File: src/rtl/fixed_point_divider_hs_pkg.sv
// Shared types and constants for the handshaked fixed-point divider.
package fxp_div_pkg;

  typedef enum logic [1:0] {
    IDLE = 2'd0,
    CALC = 2'd1,
    FIX  = 2'd2,
    DONE = 2'd3
  } state_t;

  function automatic logic [63:0] sat_pos(input int w);
    sat_pos = (64'd1 << (w - 1)) - 64'd1;
  endfunction

  function automatic logic [63:0] sat_neg(input int w);
    sat_neg = 64'd1 << (w - 1);
  endfunction

  // Number of quotient bits produced by the shift/subtract loop.
  function automatic int nb(input int w, input int f, input int r);
    nb = w + f + r;
  endfunction

endpackage

File: src/rtl/fixed_point_divider_hs_if.sv
// Operand/result valid-ready bundle between the solver datapath and the divider.
interface fixed_point_divider_hs_if #(parameter int WIDTH = 16);
  logic             in_valid;
  logic             in_ready;
  logic [WIDTH-1:0] dividend;
  logic [WIDTH-1:0] divisor;
  logic             out_valid;
  logic             out_ready;
  logic [WIDTH-1:0] quotient;
  logic             overflow;
  logic             div_by_zero;

  modport master (
    output in_valid, dividend, divisor, out_ready,
    input  in_ready, out_valid, quotient, overflow, div_by_zero
  );

  modport slave (
    input  in_valid, dividend, divisor, out_ready,
    output in_ready, out_valid, quotient, overflow, div_by_zero
  );
endinterface

File: src/rtl/carry_select_adder.sv
// Two-segment carry-select adder/subtractor; o_cout=1 on subtract means no borrow.
module carry_select_adder #(parameter int N = 17) (
  input  logic [N-1:0] i_a,
  input  logic [N-1:0] i_b,
  input  logic         i_is_subtract,
  output logic [N-1:0] o_sum,
  output logic         o_cout
);
  localparam int LO = N / 2;
  localparam int HI = N - LO;

  logic [N-1:0] w_b;
  logic [LO:0]  w_lo;
  logic [HI:0]  w_hi0;
  logic [HI:0]  w_hi1;

  assign w_b   = i_is_subtract ? ~i_b : i_b;
  assign w_lo  = {1'b0, i_a[LO-1:0]} + {1'b0, w_b[LO-1:0]} + {{LO{1'b0}}, i_is_subtract};
  assign w_hi0 = {1'b0, i_a[N-1:LO]} + {1'b0, w_b[N-1:LO]};
  assign w_hi1 = {1'b0, i_a[N-1:LO]} + {1'b0, w_b[N-1:LO]} + {{HI{1'b0}}, 1'b1};

  assign {o_cout, o_sum[N-1:LO]} = w_lo[LO] ? w_hi1 : w_hi0;
  assign o_sum[LO-1:0]           = w_lo[LO-1:0];
endmodule

File: src/rtl/fixed_point_divider_hs_step.sv
// One restoring-division step: shift in a numerator bit, trial-subtract the divisor.
module fxp_div_step #(parameter int WIDTH = 16) (
  input  logic [WIDTH:0]   i_rem,
  input  logic             i_nbit,
  input  logic [WIDTH-1:0] i_den,
  output logic [WIDTH:0]   o_rem,
  output logic             o_qbit
);
  logic [WIDTH:0] w_shift;
  logic [WIDTH:0] w_diff;
  logic           w_no_borrow;

  assign w_shift = {i_rem[WIDTH-1:0], i_nbit};

  carry_select_adder #(.N(WIDTH + 1)) u_sub (
    .i_a           (w_shift),
    .i_b           ({1'b0, i_den}),
    .i_is_subtract (1'b1),
    .o_sum         (w_diff),
    .o_cout        (w_no_borrow)
  );

  // A bit shifted out of the top means the true partial remainder exceeds any divisor.
  assign o_qbit = i_rem[WIDTH] | w_no_borrow;
  assign o_rem  = o_qbit ? w_diff : w_shift;
endmodule

File: src/rtl/fixed_point_divider_hs.sv
// Signed fixed-point restoring divider with valid/ready handshakes, rounding and saturation.
module fixed_point_divider_hs
  import fxp_div_pkg::*;
#(
  parameter int WIDTH = 16,
  parameter int FRAC  = 8,
  parameter int ROUND = 0
) (
  input logic                     clk,
  input logic                     rst,
  fixed_point_divider_hs_if.slave bus
);
  localparam int NBITS = nb(WIDTH, FRAC, ROUND);
  localparam int CW    = $clog2(NBITS);
  localparam int MW    = NBITS + 1;
  localparam logic [WIDTH-1:0] SAT_P = WIDTH'(sat_pos(WIDTH));
  localparam logic [WIDTH-1:0] SAT_N = WIDTH'(sat_neg(WIDTH));

  state_t           r_state;
  state_t           w_state_nxt;
  logic             r_sign;
  logic             r_dz;
  logic             r_dvd_neg;
  logic [WIDTH-1:0] r_den;
  logic [NBITS-1:0] r_num;
  logic [NBITS-1:0] r_q;
  logic [WIDTH:0]   r_rem;
  logic [CW-1:0]    r_cnt;
  logic [WIDTH-1:0] r_quot;
  logic             r_ovf;
  logic             r_dzf;
  logic             r_out_valid;

  logic             w_accept;
  logic [WIDTH-1:0] w_abs_dvd;
  logic [WIDTH-1:0] w_abs_dvs;
  logic [WIDTH:0]   w_rem_nxt;
  logic             w_qbit;
  logic [MW-1:0]    w_mag;
  logic [MW-1:0]    w_limit;
  logic [WIDTH-1:0] w_quot_fix;
  logic             w_ovf_fix;

  assign bus.in_ready    = (r_state == IDLE);
  assign bus.out_valid   = r_out_valid;
  assign bus.quotient    = r_quot;
  assign bus.overflow    = r_ovf;
  assign bus.div_by_zero = r_dzf;

  assign w_accept  = bus.in_valid & (r_state == IDLE);
  assign w_abs_dvd = bus.dividend[WIDTH-1] ? ({WIDTH{1'b0}} - bus.dividend) : bus.dividend;
  assign w_abs_dvs = bus.divisor[WIDTH-1]  ? ({WIDTH{1'b0}} - bus.divisor)  : bus.divisor;

  fxp_div_step #(.WIDTH(WIDTH)) u_step (
    .i_rem  (r_rem),
    .i_nbit (r_num[NBITS-1]),
    .i_den  (r_den),
    .o_rem  (w_rem_nxt),
    .o_qbit (w_qbit)
  );

  // State register
  always_ff @(posedge clk) begin
    if (!rst) r_state <= IDLE;
    else      r_state <= w_state_nxt;
  end

  // Next-state decode
  always_comb begin
    w_state_nxt = r_state;
    case (r_state)
      IDLE:    if (bus.in_valid)        w_state_nxt = CALC; else w_state_nxt = IDLE;
      CALC:    if (r_cnt == {CW{1'b0}}) w_state_nxt = FIX;  else w_state_nxt = CALC;
      FIX:     w_state_nxt = DONE;
      DONE:    if (bus.out_ready)       w_state_nxt = IDLE; else w_state_nxt = DONE;
      default: w_state_nxt = IDLE;
    endcase
  end

  // Rounding, range limiting and divide-by-zero override of the raw quotient
  always_comb begin
    if (ROUND != 0) w_mag = {2'b00, r_q[NBITS-1:1]} + {{NBITS{1'b0}}, r_q[0]};
    else            w_mag = {1'b0, r_q};
    w_limit    = r_sign ? MW'(SAT_N) : MW'(SAT_P);
    w_ovf_fix  = 1'b0;
    w_quot_fix = {WIDTH{1'b0}};
    if (r_dz) begin
      w_quot_fix = r_dvd_neg ? SAT_N : SAT_P;
    end else if (w_mag > w_limit) begin
      w_ovf_fix  = 1'b1;
      w_quot_fix = r_sign ? SAT_N : SAT_P;
    end else begin
      w_quot_fix = r_sign ? ({WIDTH{1'b0}} - w_mag[WIDTH-1:0]) : w_mag[WIDTH-1:0];
    end
  end

  // Operand capture, iteration datapath and result registers
  always_ff @(posedge clk) begin
    if (!rst) begin
      r_sign      <= 1'b0;
      r_dz        <= 1'b0;
      r_dvd_neg   <= 1'b0;
      r_den       <= {WIDTH{1'b0}};
      r_num       <= {NBITS{1'b0}};
      r_q         <= {NBITS{1'b0}};
      r_rem       <= {(WIDTH + 1){1'b0}};
      r_cnt       <= {CW{1'b0}};
      r_quot      <= {WIDTH{1'b0}};
      r_ovf       <= 1'b0;
      r_dzf       <= 1'b0;
      r_out_valid <= 1'b0;
    end else begin
      case (r_state)
        IDLE: if (w_accept) begin
          // Zero dividend forces a positive sign so the result is never -0.
          r_sign    <= (bus.dividend[WIDTH-1] ^ bus.divisor[WIDTH-1]) & (|bus.dividend);
          r_dvd_neg <= bus.dividend[WIDTH-1];
          r_dz      <= ~(|bus.divisor);
          r_den     <= w_abs_dvs;
          r_num     <= NBITS'(w_abs_dvd) << (FRAC + ROUND);
          r_q       <= {NBITS{1'b0}};
          r_rem     <= {(WIDTH + 1){1'b0}};
          r_cnt     <= CW'(NBITS - 1);
          r_ovf     <= 1'b0;
          r_dzf     <= 1'b0;
        end
        CALC: begin
          r_rem <= w_rem_nxt;
          r_q   <= {r_q[NBITS-2:0], w_qbit};
          r_num <= {r_num[NBITS-2:0], 1'b0};
          r_cnt <= r_cnt - {{(CW - 1){1'b0}}, 1'b1};
        end
        FIX: begin
          r_quot      <= w_quot_fix;
          r_ovf       <= w_ovf_fix;
          r_dzf       <= r_dz;
          r_out_valid <= 1'b1;
        end
        DONE: if (bus.out_ready) r_out_valid <= 1'b0;
        default: r_out_valid <= 1'b0;
      endcase
    end
  end
endmodule

File: src/flat_wrapper.sv
// flat-port wrapper written by rule: the top's interface ports become plain ports
module fixed_point_divider_hs_flat import fxp_div_pkg::*;
#(
  parameter int WIDTH = 16,
  parameter int FRAC  = 8,
  parameter int ROUND = 0
)
  (clk, rst, bus_in_valid, bus_dividend, bus_divisor, bus_out_ready, bus_in_ready, bus_out_valid, bus_quotient, bus_overflow, bus_div_by_zero);
  fixed_point_divider_hs_if #(.WIDTH(WIDTH)) bus_i ();
  input logic clk;
  input logic rst;
  input wire logic [$bits(bus_i.in_valid)-1:0] bus_in_valid;
  input wire logic [$bits(bus_i.dividend)-1:0] bus_dividend;
  input wire logic [$bits(bus_i.divisor)-1:0] bus_divisor;
  input wire logic [$bits(bus_i.out_ready)-1:0] bus_out_ready;
  output wire logic [$bits(bus_i.in_ready)-1:0] bus_in_ready;
  output wire logic [$bits(bus_i.out_valid)-1:0] bus_out_valid;
  output wire logic [$bits(bus_i.quotient)-1:0] bus_quotient;
  output wire logic [$bits(bus_i.overflow)-1:0] bus_overflow;
  output wire logic [$bits(bus_i.div_by_zero)-1:0] bus_div_by_zero;
  assign bus_i.in_valid = bus_in_valid;
  assign bus_i.dividend = bus_dividend;
  assign bus_i.divisor = bus_divisor;
  assign bus_i.out_ready = bus_out_ready;
  assign bus_in_ready = bus_i.in_ready;
  assign bus_out_valid = bus_i.out_valid;
  assign bus_quotient = bus_i.quotient;
  assign bus_overflow = bus_i.overflow;
  assign bus_div_by_zero = bus_i.div_by_zero;
  fixed_point_divider_hs #(.WIDTH(WIDTH), .FRAC(FRAC), .ROUND(ROUND)) u_core (.clk(clk), .rst(rst), .bus(bus_i));
endmodule
File: config.mk
export PLATFORM = sky130hd
export DESIGN_NAME = fixed_point_divider_hs_flat
export DESIGN_NICKNAME = d
export VERILOG_FILES = /design/src/rtl/fixed_point_divider_hs_pkg.sv /design/src/rtl/fixed_point_divider_hs_if.sv /design/src/rtl/carry_select_adder.sv /design/src/rtl/fixed_point_divider_hs_step.sv /design/src/rtl/fixed_point_divider_hs.sv /design/src/flat_wrapper.sv
export SDC_FILE = /design/constraint.sdc
export NUM_CORES = 1
export LEC_CHECK = 0
export BUFFER_PORTS_ARGS = -buffer_cell sky130_fd_sc_hd__buf_4
export CORE_MARGIN = 4
export CORE_UTILIZATION = 45
export CTS_CLUSTER_DIAMETER = 60
export DETAILED_ROUTE_END_ITERATION = 10
export GPL_ROUTABILITY_DRIVEN = 0
export SYNTH_ARGS = -nofsm -noshare
export SYNTH_HDL_FRONTEND = slang
export SYNTH_SLANG_ARGS = --single-unit
export TNS_END_PERCENT = 100
File: constraint.sdc
create_clock -name clk -period 6.6 [get_ports clk]
set_input_delay 1.32 -clock clk [delete_from_list [all_inputs] [get_ports clk]]
set_output_delay 1.32 -clock clk [all_outputs]
set_load 0.02 [all_outputs]
# Yosys cells after proc, flatten, opt, wreduce, memory -nomap -nowiden
# Index checks and enable logic that the tools add are counted.
word_totals:
  output_inout_bits: 20
  input_bits: 36
  regBits: 110
  wordCells: 73
classes:
  reduce_logical: 11
  muxes: 29
  add_sub_neg: 8
  magnitude_cmp: 1
  n_eq_ne: 5
  n_bitwise: 6
ops:
  columns: ["cell", "n"]
  rows:
  - ["16-bit 2-to-1 mux", 8]
  - ["24-bit one-hot mux with 2 select lines", 2]
  - ["24-bit 2-to-1 mux", 2]
  - ["1-bit by 16-bit subtractor with 16-bit output (first input constant)", 3]
  - ["17-bit 2-to-1 mux", 2]
  - ["17-bit one-hot mux with 2 select lines", 1]
  - ["16-bit OR reduction", 2]
  - ["24-bit by 25-bit greater-than comparator with 1-bit output", 1]
  - ["16-bit inverter with 17-bit output", 1]
  - ["10-bit by 1-bit adder with 10-bit output (second input constant)", 1]
  - ["9-bit by 9-bit adder with 10-bit output", 1]
  - ["10-bit 2-to-1 mux", 1]
  - ["5-bit one-hot mux with 2 select lines", 1]
  - ["8-bit by 8-bit adder with 9-bit output", 1]
  - ["9-bit by 1-bit adder with 9-bit output (second input constant)", 1]
  - ["2-bit one-hot mux with 4 select lines", 1]
  - ["2-bit AND reduction", 4]
  - ["1-bit one-hot mux with 2 select lines", 3]
  - ["2-bit nonzero test", 3]
  - ["5-bit zero test", 1]
  - ["1-bit 2-to-1 mux", 5]
  - ["5-bit 2-to-1 mux", 1]
  - ["5-bit by 1-bit subtractor with 5-bit output (second input constant)", 1]
  - ["2-bit == test (second input constant)", 2]
  - ["9 further kinds", 11]

# Longest topological paths before layout
depth:
  depth_word: 7
  mapped_depth: 15
  mapped_depth_nobuf: 13

# By module
# Synthesis repeated with hierarchy kept, for this count alone.
hier_totals:
  cells_unflattened: 824
  hier_area_um2: 6616.3
by_module_without_submodules:
  columns: ["mod", "seq_area_each_um2", "n_inst", "area_each_um2", "cells_each"]
  rows:
  - ["fixed_point_divider_hs", 2042.0, 1, 5275.1, 667]
  - ["carry_select_adder", 0.0, 1, 1073.5, 135]
  - ["fxp_div_step", 0.0, 1, 267.8, 22]

# Worst setup path before layout
# No wires, ideal clock.
synth_timing:
  path_kind: "input port to flip-flop"
  from: "input port bus_dividend[8]"
  to: "register u_core.r_num[22]"
  path_slack_ns: 3.683
  n_path_buf: 0
  t_required_ns: 6.530
  setup_ns: 0.070
  arrival_ns: 2.846
  stages: 7
  cell_sequence: "or4_1 -> nor4_1 -> nand3_1 -> o31ai_1 -> xnor2_1 -> nand2_1 -> a21oi_1"
synth_via:
  elab_chain_cells: 4
synth_rtl:
  columns: ["element", "line", "source"]
  rows:
  - ["start: declaration", "flat_wrapper.sv:13", "input wire logic [$bits(bus_i.dividend)-1:0] bus_dividend;"]
  - ["1-bit by 16-bit subtractor with 16-bit output", "fixed_point_divider_hs.sv:51", "assign w_abs_dvd = bus.dividend[WIDTH-1] ? ({WIDTH{1'b0}} - bus.dividend) : bus.dividend;"]
  - ["16-bit 2-to-1 mux", "fixed_point_divider_hs.sv:51", null]
  - ["24-bit 2-to-1 mux", "fixed_point_divider_hs.sv:114", "IDLE: if (w_accept) begin"]
  - ["24-bit one-hot mux with 2 select lines", "fixed_point_divider_hs.sv:113", "case (r_state)"]
  - ["end signal: assignment", "fixed_point_divider_hs.sv:104", "r_num <= {NBITS{1'b0}};"]
  - ["end signal: assignment", "fixed_point_divider_hs.sv:120", "r_num <= NBITS'(w_abs_dvd) << (FRAC + ROUND);"]
  - ["end signal: assignment", "fixed_point_divider_hs.sv:130", "r_num <= {r_num[NBITS-2:0], 1'b0};"]
  - ["end: declaration", "fixed_point_divider_hs.sv:25", "logic [NBITS-1:0] r_num;"]
# Every way passes these cells. The select of a mux whose other input is x is not followed.
# A chain may end at the register's enable or synchronous reset.

# Worst setup path after layout
layout_timing:
  from: "register u_core.r_num[23]"
  to: "register u_core.r_rem[0]"
layout_via:
  elab_chain_cells: 6
layout_rtl:
  columns: ["element", "line", "source"]
  rows:
  - ["8-bit by 8-bit adder with 9-bit output", "carry_select_adder.sv:18", "assign w_lo = {1'b0, i_a[LO-1:0]} + {1'b0, w_b[LO-1:0]} + {{LO{1'b0}}, i_is_subtract};"]
  - ["9-bit by 1-bit adder with 9-bit output", "carry_select_adder.sv:18", null]
  - ["10-bit 2-to-1 mux", "carry_select_adder.sv:22", "assign {o_cout, o_sum[N-1:LO]} = w_lo[LO] ? w_hi1 : w_hi0;"]
  - ["1-bit bitwise OR", "fixed_point_divider_hs_step.sv:24", "assign o_qbit = i_rem[WIDTH] | w_no_borrow;"]
  - ["17-bit 2-to-1 mux *", "fixed_point_divider_hs_step.sv:25", "assign o_rem = o_qbit ? w_diff : w_shift;"]
  - ["17-bit one-hot mux with 2 select lines *", "fixed_point_divider_hs.sv:113", null]
  - ["end signal: assignment", "fixed_point_divider_hs.sv:106", "r_rem <= {(WIDTH + 1){1'b0}};"]
  - ["end signal: assignment", "fixed_point_divider_hs.sv:122", "r_rem <= {(WIDTH + 1){1'b0}};"]
  - ["end signal: assignment", "fixed_point_divider_hs.sv:128", "r_rem <= w_rem_nxt;"]
  - ["end: declaration", "fixed_point_divider_hs.sv:27", "logic [WIDTH:0] r_rem;"]
# Every way passes the cells marked *; elsewhere a longest branch is shown, timed or not.

==> run_results.csv <==
group,metric,value,unit
route,post-route-drc-count,0,
min_path,hold_path.class,"flop to flop",
sta,finClkSkew,12.4,ps
setup_path,cp-end-kind,"flop",
finish,fin_nets,878,
synthesis,syn-cell-area,6170,um^2
power,p_leak,0.00268,uW
sta,fin_setup_tns,0,ps
global_routing,grt_pass1_vias,5193,
global_routing,track_usage,18.9,%
finish,syn2layout_area_growth,13.3,%
synthesis,syn_nets,850,
power,ir_worst_vdd,0.219,mV
floorplan,initial_utilization,46.2,%
clocking,root_buffer,"clkbuf_16",
sta,setup_viol,0,
route,num_vias,5592,
clocking,htreeDepth,3,
sta,slew_violations,0,
synthesis,synthFlopType,"dfxtp_1",
clocking,ctsHoldBuffers,0,
setup_path,worstSetupStartpointType,"flop",
clocking,clkSinkCount,102,
route,wirelength,14.8,mm
route,avgViaCountPerCell,5.68,
global_routing,antenna_found_initial,0,
sta,max_slew_margin,19.4,%
setup_path,path_class,"flop to flop",
sta,post-route-period-util,59.1,%
floorplan,core-area,13300,um^2
finish,drive_above_1_share,12.0,%
synthesis,ys_types,60,
floorplan,ios,56,
clocking,ctsResizeCount,0,
setup_path,startpoint,"u_core.r_num[23]$_SDFFE_PN0P_",
setup_path,r2r_cells,12,
floorplan,num_rows,42,
place,port_buffers,55,
setup_path,r2r_end,"u_core.r_rem[0]$_SDFFE_PN0P_",
place,dpl.hpwl,10.6,mm
synthesis,syn_area_per_cell,7.96,um^2
job,drv_cap,0,
setup_path,cp_max_fo,18,
clocking,insertion_delay,360,ps
global_routing,grt_pass1_wl,25.0,mm
route,first_iter_violations,315,
synthesis,syn_inst,775,
synthesis,synth_top_area_share,33.1,%
sta,finalCriticalPeriod,3900,ps
sta,rsz0062_at_grt,"no",
floorplan,die-width,125,um
sta,fmax,257,MHz
floorplan,dieArea,15600,um^2
setup_path,r2r_slack,2700,ps
clocking,clockBufferDepth,2,
floorplan,die_y,125,um
global_routing,grt-ovfl-total,0,
power,power_density,381,nW/um^2
setup_path,worstPathRequired,6850,ps
place,dpl_worst_slack,2710,ps
synthesis,synth_edf_count,0,
finish,antennaDiodeCount,0,
clocking,tritoncts.num_buffers,9,
route,wl_per_cell,15.0,um
route,dr.pass1.iters,5,
synthesis,synthTopCellsByArea,"dfxtp_1 33%, ha_1 7.5%, a21oi_1 6.4%",
finish,n_fill_cell,1291,
sta,worst_pin_slew,1200,ps
min_path,hold_start,"u_core.r_den[15]$_SDFFE_PN0P_",
setup_path,cp-endpoint,"u_core.r_rem[0]$_SDFFE_PN0P_",
clocking,postCtsSetupBuffers,0,
setup_path,cp_data_arrival_time,4150,ps
synthesis,ys_seq_area_share,33.1,%
run_status,status,"finished clean",
synthesis,yosys.area.top_type,"dfxtp_1",
synthesis,async_flop_share,0,%
clocking,clk_pin_slew,70,ps
setup_path,rr_startpoint,"u_core.r_num[23]$_SDFFE_PN0P_",
synthesis,ys_seq_elements,102,
sta,timing.final.ws_setup,2700,ps
route,drtAntennaViolNets,0,
global_routing,grt_max_degree,52,
sta,hold_viol_final,0,
clocking,cts_tree,"done",
synthesis,yosysWarnings,0,
Yosys cell counts, types with 8 or more instances:
| library cell | instances |
|---|---|
| a211oi_1 | 17 |
| nand2_1 | 85 |
| nor3_1 | 14 |
| xor2_1 | 22 |
| a21o_1 | 9 |
| xnor2_1 | 23 |
| a22oi_1 | 11 |
| o21a_1 | 8 |
| mux2i_1 | 21 |
| o21ai_0 | 39 |
| clkbuf_1 | 35 |
| nand3_1 | 39 |
| o211ai_1 | 9 |
| nor2_1 | 70 |
| o31ai_1 | 8 |
| a21oi_1 | 79 |
| nand2b_1 | 8 |
| ha_1 | 37 |
| inv_1 | 36 |
| dfxtp_1 | 102 |
worst max-delay path: stages (launching register included):
cell and delay (ps):
dfxtp_1 340, inv_1 60, ha_1 220, fa_1 410, nor2b_1 130, o21a_1 140
a311o_1 230, a31oi_2 220, nor4_2 390, a311oi_1 170, o21ai_2 950, mux2i_1 220
a32o_1 310
area by class of cell:
type                    instances  area, um^2  share of cell area [%]
clock buffers                   9         225                    3.22
clock inverters                 7        86.3                    1.24
inverters                      36         135                    1.93
multi-input cells             593        3820                    54.7
flip-flops and latches        102        2040                    29.2
well taps                     176         220                    3.15
repair buffers                 61         458                    6.55
metal layers:
metal / wire length, um / global-route usage [%]
met2: 6810 / 30.2
met1: 7090 / 26.1
met4: 153 / 3.95
met5: 0 / 0
met3: 711 / 4.65
cell usage in the layout (no fill, tap or decap), types with 8 or more instances in the layout:
| master | netlist | final |
|---|---|---|
| o31ai_1 | 8 | 8 |
| xor2_1 | 22 | 22 |
| a211oi_1 | 17 | 17 |
| o211ai_1 | 9 | 9 |
| a22oi_1 | 11 | 11 |
| xnor2_1 | 23 | 23 |
| mux2i_1 | 21 | 21 |
| buf_4 | 1 | 61 |
| inv_1 | 36 | 35 |
| clkbuf_16 | 0 | 9 |
| nor3_1 | 14 | 14 |
| nand3_1 | 39 | 39 |
| a21oi_1 | 79 | 79 |
| nor2_1 | 70 | 70 |
| o21a_1 | 8 | 8 |
| dfxtp_1 | 102 | 102 |
| o21ai_0 | 39 | 39 |
| nand2b_1 | 8 | 8 |
| ha_1 | 37 | 37 |
| nand2_1 | 85 | 85 |
| a21o_1 | 9 | 9 |
stage by stage:
| step | total power, uW | cells | area, um^2 | hold slack (ps) | utilization [%] |
|---|---|---|---|---|---|
| floorplan | 1870 | 775 | 6170 | 426 | - |
| global placement | 2080 | 968 | 6680 | 443 | 50.0 |
| detailed placement | 2110 | 968 | 6680 | 453 | 50.0 |
| CTS | 2680 | 984 | 6990 | 464 | 52.3 |
| global route | 2870 | 984 | 6990 | 497 | 52.3 |
| finish | 2660 | 984 | 6990 | 462 | 52.3 |
kinds of logic after synthesis:
family,synth area share [%]
AO/OA/AOI/OAI,23.3
multiplexers,3.96
buffers and inverters,5.05
AND/OR/NAND/NOR,20.0
adder cells (fa/ha/maj),8.16
XOR/XNOR,6.39
flip-flops,33.1
report_power, final:
part / total, uW / internal, uW / switching, uW
logic: 1340 / 599 / 742
registers: 757 / 693 / 63.9
clock network: 560 / 304 / 256
total: 2660 / 1600 / 1060
sequential cells by signal, summed over array words and instances, names as in the netlist:
| register | count |
|---|---|
| u_core.r_den | 16 |
| u_core.r_dvd_neg | 1 |
| u_core.r_sign | 1 |
| u_core.bus.quotient | 16 |
| u_core.r_q | 24 |
| u_core.bus.out_valid | 1 |
| u_core.r_state | 2 |
| u_core.r_num | 16 |
| u_core.bus.overflow | 1 |
| u_core.bus.div_by_zero | 1 |
| u_core.r_dz | 1 |
| u_core.r_rem | 17 |
| u_core.r_cnt | 5 |
worst min path at each step:
stage                     slack, ps                            end  cells after the start
after global placement          440  u_core.r_rem[16]$_SDFFE_PN0P_                      2
after floorplan                 430  u_core.r_rem[16]$_SDFFE_PN0P_                      2
after CTS                       460   u_core.r_den[0]$_SDFFE_PN0P_                      2
after global routing            500    u_core.r_q[20]$_SDFFE_PN0P_                      2
after detailed placement        450  u_core.r_den[15]$_SDFFE_PN0P_                      2
final                           460  u_core.r_den[15]$_SDFFE_PN0P_                      2
No activity file was read; power rests on OpenSTA's default activity.
